### config.mk
export PLATFORM = sky130hd
export DESIGN_NAME = dma_bus_controller
export DESIGN_NICKNAME = d
export VERILOG_FILES = /design/src/rtl/dma_pkg.sv /design/src/rtl/dma_word_holder.sv /design/src/rtl/dma_bus_controller.sv
export SDC_FILE = /design/constraint.sdc
export NUM_CORES = 1
export LEC_CHECK = 0
export BUFFER_PORTS_ARGS = -buffer_cell sky130_fd_sc_hd__buf_2
export CORE_MARGIN = 2
export CORE_UTILIZATION = 54
export DETAILED_ROUTE_END_ITERATION = 10
export PLACE_DENSITY = 0.82
export SYNTH_ARGS = -nofsm -noshare
export SYNTH_HDL_FRONTEND = slang
export SYNTH_SLANG_ARGS = --single-unit
export TNS_END_PERCENT = 100
### constraint.sdc
create_clock -name clock -period 4 [get_ports clock]
set_input_delay 0.4 -clock clock [delete_from_list [all_inputs] [get_ports clock]]
set_output_delay 0.4 -clock clock [all_outputs]
set_load 0.02 [all_outputs]
### src/rtl/dma_pkg.sv
// Shared definitions for the DMA bus-side transfer engine.
package dma_pkg;

  localparam int unsigned WORD_W  = 32;
  localparam int unsigned BUS_AW  = 32;

  localparam int unsigned STATUS_BUSY  = 0;
  localparam int unsigned STATUS_ERROR = 1;
  localparam int unsigned STATUS_W     = 2;

  localparam logic [1:0] DIR_BUS2MEM = 2'b01;
  localparam logic [1:0] DIR_MEM2BUS = 2'b10;

  typedef enum logic [2:0] {
    ST_IDLE      = 3'd0,
    ST_REQUEST   = 3'd1,
    ST_BEGIN     = 3'd2,
    ST_READ      = 3'd3,
    ST_WRITE     = 3'd4,
    ST_END_WRITE = 3'd5,
    ST_GAP       = 3'd6
  } state_t;

endpackage

### src/rtl/dma_word_holder.sv
// One-entry skid register: keeps the word on the bus stable while the slave stalls,
// since the scratchpad address has already moved on to the next word.
module dma_word_holder
  import dma_pkg::*;
(
  input  logic              clock,
  input  logic              reset,
  input  logic              hold,
  input  logic [WORD_W-1:0] mem_read_data,
  output logic [WORD_W-1:0] word_c
);

  logic              held_q;
  logic [WORD_W-1:0] data_q;

  // Capture the presented word on the first stall cycle, release on acceptance.
  always_ff @(posedge clock) begin
    if (reset) begin
      held_q <= 1'b0;
      data_q <= '0;
    end else if (hold) begin
      if (!held_q) begin
        data_q <= mem_read_data;
        held_q <= 1'b1;
      end
    end else begin
      held_q <= 1'b0;
    end
  end

  assign word_c = held_q ? data_q : mem_read_data;

endmodule

### src/rtl/dma_bus_controller.sv
// Bus-side DMA engine: moves block_size words between the system bus and
// scratchpad port B in bursts of at most burst_size+1 words.
module dma_bus_controller
  import dma_pkg::*;
#(
  parameter int unsigned MEM_AW  = 9,
  parameter int unsigned BLOCK_W = 10,
  parameter int unsigned BURST_W = 8
) (
  input  logic               clock,
  input  logic               reset,
  input  logic               start_transfer,
  input  logic [1:0]         direction,
  input  logic [BUS_AW-1:0]  bus_start_address,
  input  logic [MEM_AW-1:0]  memory_start_address,
  input  logic [BLOCK_W-1:0] block_size,
  input  logic [BURST_W-1:0] burst_size,
  output logic               busy,
  output logic               error,
  output logic [MEM_AW-1:0]  mem_address,
  output logic               mem_write_enable,
  output logic [WORD_W-1:0]  mem_write_data,
  input  logic [WORD_W-1:0]  mem_read_data,
  output logic               request_out,
  input  logic               granted_in,
  output logic               begin_transaction_out,
  output logic [WORD_W-1:0]  address_data_out,
  output logic [3:0]         byte_enables_out,
  output logic [BURST_W-1:0] burst_size_out,
  output logic               read_n_write_out,
  output logic               data_valid_out,
  output logic               end_transaction_out,
  input  logic [WORD_W-1:0]  address_data_in,
  input  logic               data_valid_in,
  input  logic               end_transaction_in,
  input  logic               busy_in,
  input  logic               error_in
);

  localparam int unsigned REM_W  = BLOCK_W + 1;
  localparam int unsigned LEN_W  = BURST_W + 1;
  localparam int unsigned CALC_W = (REM_W > LEN_W) ? REM_W : LEN_W;

  state_t state, state_next;

  logic [1:0]          dir_q;
  logic [BUS_AW-1:0]   bus_addr_q;
  logic [MEM_AW-1:0]   mem_ptr_q;
  logic [REM_W-1:0]    remaining_q;
  logic [BURST_W-1:0]  burst_q;
  logic [LEN_W-1:0]    len_q;
  logic [LEN_W-1:0]    beat_q;
  logic [STATUS_W-1:0] status_q;

  logic                start_ok_c;
  logic                abort_c;
  logic                word_accept_c;
  logic                hold_c;
  logic                read_beat_c;
  logic                last_beat_c;
  logic [CALC_W-1:0]   burst_words_c;
  logic [CALC_W-1:0]   rem_words_c;
  logic [LEN_W-1:0]    len_c;
  logic [REM_W-1:0]    rem_after_read_c;
  logic [WORD_W-1:0]   word_c;

  assign start_ok_c = start_transfer
                   && ((direction == DIR_BUS2MEM) || (direction == DIR_MEM2BUS))
                   && (block_size != '0);
  assign abort_c          = (state != ST_IDLE) && error_in;
  assign burst_words_c    = CALC_W'(burst_q) + CALC_W'(1);
  assign rem_words_c      = CALC_W'(remaining_q);
  assign len_c            = LEN_W'((burst_words_c < rem_words_c) ? burst_words_c : rem_words_c);
  assign word_accept_c    = (state == ST_WRITE) && !busy_in;
  assign hold_c           = (state == ST_WRITE) && busy_in;
  assign read_beat_c      = (state == ST_READ) && data_valid_in && !error_in;
  assign last_beat_c      = (beat_q == (len_q - LEN_W'(1)));
  assign rem_after_read_c = remaining_q - REM_W'(read_beat_c);

  assign busy  = status_q[STATUS_BUSY];
  assign error = status_q[STATUS_ERROR];

  dma_word_holder u_word_holder (
    .clock         (clock),
    .reset         (reset),
    .hold          (hold_c),
    .mem_read_data (mem_read_data),
    .word_c        (word_c)
  );

  // State register, latched configuration, pointers and status.
  always_ff @(posedge clock) begin
    if (reset) begin
      state       <= ST_IDLE;
      dir_q       <= '0;
      bus_addr_q  <= '0;
      mem_ptr_q   <= '0;
      remaining_q <= '0;
      burst_q     <= '0;
      len_q       <= '0;
      beat_q      <= '0;
      status_q    <= '0;
    end else begin
      state                 <= state_next;
      status_q[STATUS_BUSY] <= (state_next != ST_IDLE);
      if (abort_c) status_q[STATUS_ERROR] <= 1'b1;
      case (state)
        ST_IDLE: begin
          if (start_ok_c) begin
            dir_q                  <= direction;
            bus_addr_q             <= bus_start_address;
            mem_ptr_q              <= memory_start_address;
            remaining_q            <= REM_W'(block_size);
            burst_q                <= burst_size;
            status_q[STATUS_ERROR] <= 1'b0;
          end
        end
        ST_BEGIN: begin
          len_q  <= len_c;
          beat_q <= '0;
        end
        ST_READ: begin
          if (read_beat_c) begin
            mem_ptr_q   <= mem_ptr_q + MEM_AW'(1);
            remaining_q <= rem_after_read_c;
          end
        end
        ST_WRITE: begin
          if (word_accept_c) begin
            mem_ptr_q   <= mem_ptr_q + MEM_AW'(1);
            remaining_q <= remaining_q - REM_W'(1);
            beat_q      <= beat_q + LEN_W'(1);
          end
        end
        ST_GAP: bus_addr_q <= bus_addr_q + (BUS_AW'(len_q) << 2);
        default: ;
      endcase
    end
  end

  // Next-state and bus/scratchpad output decode.
  always_comb begin
    state_next            = state;
    request_out           = 1'b0;
    begin_transaction_out = 1'b0;
    address_data_out      = '0;
    byte_enables_out      = '0;
    burst_size_out        = '0;
    read_n_write_out      = 1'b0;
    data_valid_out        = 1'b0;
    end_transaction_out   = 1'b0;
    mem_address           = '0;
    mem_write_enable      = 1'b0;
    mem_write_data        = '0;
    case (state)
      ST_IDLE: begin
        if (start_ok_c) state_next = ST_REQUEST;
      end
      ST_REQUEST: begin
        request_out = 1'b1;
        if (granted_in) state_next = ST_BEGIN;
      end
      ST_BEGIN: begin
        request_out           = 1'b1;
        begin_transaction_out = 1'b1;
        address_data_out      = bus_addr_q;
        byte_enables_out      = 4'hF;
        burst_size_out        = BURST_W'(len_c - LEN_W'(1));
        read_n_write_out      = (dir_q == DIR_BUS2MEM);
        if (dir_q == DIR_MEM2BUS) mem_address = mem_ptr_q;
        state_next = (dir_q == DIR_BUS2MEM) ? ST_READ : ST_WRITE;
      end
      ST_READ: begin
        request_out      = 1'b1;
        mem_address      = mem_ptr_q;
        mem_write_enable = read_beat_c;
        mem_write_data   = address_data_in;
        if (end_transaction_in)
          state_next = (rem_after_read_c == '0) ? ST_IDLE : ST_GAP;
      end
      ST_WRITE: begin
        request_out      = 1'b1;
        data_valid_out   = 1'b1;
        address_data_out = word_c;
        // Prefetch the following word; a stalled word lives in the holder.
        mem_address      = mem_ptr_q + MEM_AW'(1);
        if (word_accept_c && last_beat_c) state_next = ST_END_WRITE;
      end
      ST_END_WRITE: begin
        end_transaction_out = 1'b1;
        state_next = (remaining_q == '0) ? ST_IDLE : ST_GAP;
      end
      ST_GAP: state_next = ST_REQUEST;
      default: state_next = ST_IDLE;
    endcase
    if (abort_c) state_next = ST_IDLE;
  end

endmodule

After elaboration in Yosys (flattened, before gate mapping)

Cells that the tools add are included.

Mux-type cells: 39
$lt $le $gt $ge: 1
$add $sub $neg: 8
Eq/ne operators: 14
Reductions and logical operators: 25

Operator list:

| operator                                                              | number |
|---|---|
| 32-bit one-hot mux with 2 select lines                                | 2 |
| 32-bit two-way mux                                                    | 3 |
| 9-bit two-way mux                                                     | 6 |
| 9-bit one-hot mux with 3 select lines                                 | 2 |
| 11-bit two-way mux                                                    | 3 |
| 11-bit one-hot mux with 3 select lines                                | 1 |
| 32-bit by 11-bit adder with 32-bit output                             | 1 |
| 3-bit two-way mux                                                     | 8 |
| 11-bit zero test                                                      | 2 |
| 3-bit one-hot mux with 7 select lines                                 | 1 |
| 9-bit by 1-bit adder with 9-bit output (second input constant)        | 2 |
| 9-bit one-hot mux with 2 select lines                                 | 1 |
| 9-bit by 11-bit less-than comparator with 1-bit output                | 1 |
| 11-bit by 1-bit subtractor with 11-bit output                         | 1 |
| 11-bit by 1-bit subtractor with 11-bit output (second input constant) | 1 |
| 1-bit two-way mux                                                     | 10 |
| 10-bit nonzero test                                                   | 1 |
| 8-bit by 1-bit adder with 9-bit output (second input constant)        | 1 |
| 3-bit == test (second input constant)                                 | 3 |
| 9-bit == test                                                         | 1 |
| 3-bit nonzero test                                                    | 3 |
| 9-bit by 1-bit subtractor with 9-bit output (second input constant)   | 1 |
| 1-bit logical AND                                                     | 8 |
| 8-bit two-way mux                                                     | 1 |
| other kinds (14)                                                      | 23 |

Bits in registers: 118
Word-level logic and storage cells: 98
Input port bits: 133
Output and inout bits: 93

Longest topological paths before layout

Depth in word-level cells: 10
Mapped depth: 17
Depth with buffers taken out: 16

Modules after synthesis

From an unflattened synthesis, not the netlist that was laid out.

Cell total of the unflattened synthesis: 1084
Area total of the unflattened synthesis: 8615.8 µm²

By module, submodules not included:

| module             | area an instance (µm²) | times used | cells an instance | seq. area each (µm²) |
|---|---|---|---|---|
| dma_bus_controller | 6583.8                 | 1          | 901               | 1701.6 |
| dma_word_holder    | 2031.9                 | 1          | 183               | 660.6 |

Worst setup path after synthesis

No wires, ideal clock.

Path type: reg-to-output
Start point: register burst_q[0]
End point: output burst_size_out[4]
Data arrival time: 3.459 ns
Stages on the path, launching flop included: 17
Path slack: 0.141 ns
Buffers on the path: 0
Data required time: 3.600 ns
Cells stage by stage: dfxtp_1 ha_1 nand3_1 xor2_1 inv_1 ha_1 a21oi_1 o21ai_1 a41oi_1 nor3_1 a21oi_1 ha_1 inv_1 nor2_1 nand2_1 xnor2_1 a211oi_1

Longest elaborated chain between the ends: 5

RTL lines:

| what                                                   | RTL line                  | text |
|---|---|---|
| from (decl)                                            | dma_bus_controller.sv:50  | `logic [BURST_W-1:0] burst_q;` |
| from (signal assigned)                                 | dma_bus_controller.sv:114 | `burst_q <= burst_size;` |
| 8-bit by 1-bit adder with 9-bit output (*)             | dma_bus_controller.sv:71  | `assign burst_words_c = CALC_W'(burst_q) + CALC_W'(1);` |
| 9-bit by 11-bit less-than comparator with 1-bit output | dma_bus_controller.sv:73  | `assign len_c = LEN_W'((burst_words_c < rem_words_c) ? burst_words_c : rem_words_c);` |
| 9-bit two-way mux (*)                                  | dma_bus_controller.sv:73  |  |
| 8-bit by 1-bit subtractor with 8-bit output (*)        | dma_bus_controller.sv:168 | `burst_size_out = BURST_W'(len_c - LEN_W'(1));` |
| 8-bit two-way mux (*)                                  | dma_bus_controller.sv:155 | `case (state)` |
| to (decl)                                              | dma_bus_controller.sv:29  | `output logic [BURST_W-1:0] burst_size_out,` |

Every way passes the cells marked *; elsewhere a longest branch is shown, timed or not.

Worst setup path in the final report

Start point: register burst_q[3]
End point: output burst_size_out[6]

The elaborated chain is that of the path after synthesis.

==> impl_metrics.env <==
export IMPL_antenna_cells=0
export IMPL_fin_worst_skew_ps=7.58
export IMPL_fin_util_pct=69.9
export IMPL_antenna_found_initial=0
export IMPL_peakVddDrop_v=0.000349
export IMPL_synth_edf_count=0
export IMPL_initial_utilization_pct=55.4
export IMPL_synth_area_per_cell_um2=7.25
export IMPL_hold_viol_final=0
export IMPL_seq_area_um2=2380
export IMPL_grt_pass1_vias=8300
export IMPL_netlist_instances=1115
export IMPL_grt_usage_pct=31.5
export IMPL_ys_seq_elements=118
export IMPL_placement_rows=44
export IMPL_coreArea_um2=14600
export IMPL_io_buffers=225
export IMPL_wl_per_cell_um=17.5
export IMPL_dp_cells=1474
export IMPL_routabilityCongestion=0.925
export IMPL_violations="negative setup slack"
export IMPL_drv_cap=0
export IMPL_hp_class="in2reg"
export IMPL_fillers=1231
export IMPL_worst_path_stages=16
export IMPL_rr_worst_depth=9
export IMPL_cts_tree="built"
export IMPL_p_int_w=0.00260
export IMPL_cpMaxStageDelayCell="dfxtp_2"
export IMPL_crit_chain="nand4_1, nor2_1, xor2_1, ha_2, nor4_4, o21ai_2, a41oi_2, o21ai_1, o21ai_2, ha_2, inv_1, nor2_2, o21ai_2, a22oi_2, mux2i_2, buf_4"
export IMPL_hold_ws_ps=209
export IMPL_cp_data_required_time_ps=3600
export IMPL_power_density_nw_per_um2=367
export IMPL_crit_path_frequent_cell="o21ai_2"
export IMPL_min_path_cells=3
export IMPL_ios=226
export IMPL_root_buffer="clkbuf_16"
export IMPL_power_frac_seq_pct=35.0
export IMPL_path_clk_slew_ps=50
export IMPL_status="complete, but fails checks"
export IMPL_ys_types=73
export IMPL_crit_path_max_incr_delay_ps=360
export IMPL_grt_pass1_wl_um=40800
export IMPL_multiInputGateArea_um2=5430
export IMPL_crit_arrival_ps=3650
export IMPL_pre_cts_ws_ps=110
export IMPL_syn_nets=1274
export IMPL_finalSetupViolCount=3
export IMPL_worst_path_buf_inv=2
export IMPL_worst_pin_slew_ps=1170
export IMPL_yosys_warnings=0
export IMPL_ys_flop_type="dfxtp_1"
export IMPL_first_iter_violations=1098
export IMPL_p_comb_share_pct=23.8
export IMPL_grt_max_degree=59
export IMPL_p_sw_share_pct=30.4
export IMPL_clock_sinks=118
export IMPL_setup_slack_ps=-54.9
export IMPL_die_area_um2=16000
export IMPL_period_share_pct=101
export IMPL_layout_min_cycle_time_ps=4050
export IMPL_ant_nets=0
export IMPL_vias_per_cell=6.13
export IMPL_worst_setup_path_end_kind="output pin"
export IMPL_clock_latency_ps=430
export IMPL_nNetsFinal=1482
export IMPL_drv_slew=0
export IMPL_pwr_share_clk_pct=41.2
export IMPL_vias=9316
export IMPL_seq_area_frac_synth_pct=29.2
export IMPL_cts_buffers=17
export IMPL_final_cells=1520
export IMPL_area_growth_pct=26.2
export IMPL_critPathTopFamily="compound AO/OA/AOI/OAI gates"
export IMPL_max_slew_margin_pct=22.1
export IMPL_hold_buffers=0
export IMPL_chipHeight_um=126
export IMPL_power_net_switching_w=0.00114
export IMPL_dp_hpwl_um=18700
export IMPL_crit_type="reg2out"
export IMPL_fmax_ghz=0.247
export IMPL_place_area_um2=9350
export IMPL_syn_area_um2=8080
export IMPL_die_x_um=126
export IMPL_layout_drive_gt1_share_pct=25.9
export IMPL_drc=0
export IMPL_drtPass1Iterations=6
export IMPL_critPathMaxFanout=5
export IMPL_htree_num_levels=4
export IMPL_overflow=0
export IMPL_cts_buffer_depth=2
export IMPL_p_leak_nw=4.23
export IMPL_drt_total_wl_um=26600
export IMPL_cp_start_kind="flip-flop"
export IMPL_stdcell_area_um2=10200
export IMPL_synthArstFlopShare_pct=0
==> registers in the layout, summed over array words and instances (netlist names) <==
| register | flops |
|---|---|
| len_q | 9 |
| burst_q | 8 |
| state | 3 |
| rem_words_c | 11 |
| status_q | 2 |
| beat_q | 9 |
| u_word_holder.held_q | 1 |
| u_word_holder.data_q | 32 |
| mem_ptr_q | 9 |
| dir_q | 2 |
| bus_addr_q | 32 |
==> routing by layer <==
layer  share of wire, %  global-route usage [%]
met1                 42                    41.5
met2                 45                    48.4
met3                8.9                    8.27
met4                3.9                    14.7
met5                  0                       0
==> worst register-to-register path, delay by kind of cell, from the launching register on <==
kind	cells	cell delay, ps
xor gates and xnor gates	1	190
AOI/OAI and AO/OA	3	780
and+or+nand+nor	4	1200
DFF	1	570
adders and majority gates	1	340
==> cells in the final DEF (no fill, tap or decap), types with 5 or more instances in the layout <==
cell type,instances
mux2i_1,35
nor3_1,21
a22oi_1,16
nor2_1,76
a31oi_1,16
a21oi_1,92
a211oi_1,16
and2_1,36
nand4_1,14
o21a_1,5
inv_2,5
dfxtp_1,112
or3_1,10
o31ai_1,12
nand3_1,33
o21ai_0,64
o22ai_1,6
a311oi_1,6
inv_1,25
a21o_1,5
nand2_1,198
and3_1,16
xnor2_1,20
o21ai_1,27
clkbuf_8,5
nor2b_1,6
nor4_1,5
xor2_1,20
clkbuf_16,17
ha_1,20
buf_2,222
o211ai_1,13
buf_4,44
==> per-stage QoR <==
| stage | TNS (ps) | power [W] |
|---|---|---|
| finish | -103 | 0.00374 |
| global route | -620 | 0.00388 |
| CTS | 0 | 0.00367 |
| detailed placement | 0 | 0.00209 |
| global placement | 0 | 0.00209 |
| floorplan | 0 | 0.00182 |
==> cell families (layout without fill, tap and decap cells) <==
kind of cell / after synthesis / count (layout) / share of synthesized area, %
AOI/OAI and AO/OA: 323 / 323 / 24.7
xor gates and xnor gates: 43 / 43 / 4.66
adders and majority gates: 26 / 26 / 4.12
buffers and inverters: 108 / 329 / 5.34
DFF: 118 / 118 / 29.2
muxes: 38 / 38 / 4.74
and+or+nand+nor: 459 / 459 / 27.2
==> repair_timing <==
item	in CTS	in global routing
setup endpoints to repair	4	4
setup buffers	7	7
pin swaps	2	12
resized for setup	15	24
==> power groups by stage <==
| stage | sequential, W | clock [W] | combinational [W] |
|---|---|---|---|
| after floorplan | 0.00130 | 0 | 0.000518 |
| after global placement | 0.00133 | 0 | 0.000759 |
| after detailed placement | 0.00133 | 0 | 0.000762 |
| after CTS | 0.00131 | 0.00155 | 0.000810 |
| after global routing | 0.00132 | 0.00160 | 0.000964 |
| final | 0.00131 | 0.00154 | 0.000892 |
==> final cells by class <==
class	count	share of cell area, %
sequential	118	23.3
tap	184	2.26
multi-input combinational	889	53.2
clock buffer	24	4.92
clock inverter	8	0.932
timing repair buffer	267	14.2
inverter	30	1.10
==> cells in the mapped netlist (25+ instances only) <==
library cell	number	area [µm²]
mux2i_1	36	360
and2_1	36	225
o21ai_1	29	145
nand2_1	199	747
nor2_1	81	304
ha_1	25	313
dfxtp_1	118	2360
clkbuf_1	58	218
o21ai_0	65	325
inv_1	26	97.6
nand3_1	34	170
a21oi_1	94	470
==> worst paths after layout <==
| check | startpoint | end | slack, ps |
|---|---|---|---|
| setup / recovery | burst_q[3] | burst_size_out[6] | -50 |
| hold / removal | burst_size[2] | burst_q[2] | 210 |
| setup reg to reg | state[0] | status_q[0] | 790 |
| hold reg to reg | u_word_holder.data_q[1] | u_word_holder.data_q[1] | 450 |
Power figures use the tool's default switching activity.
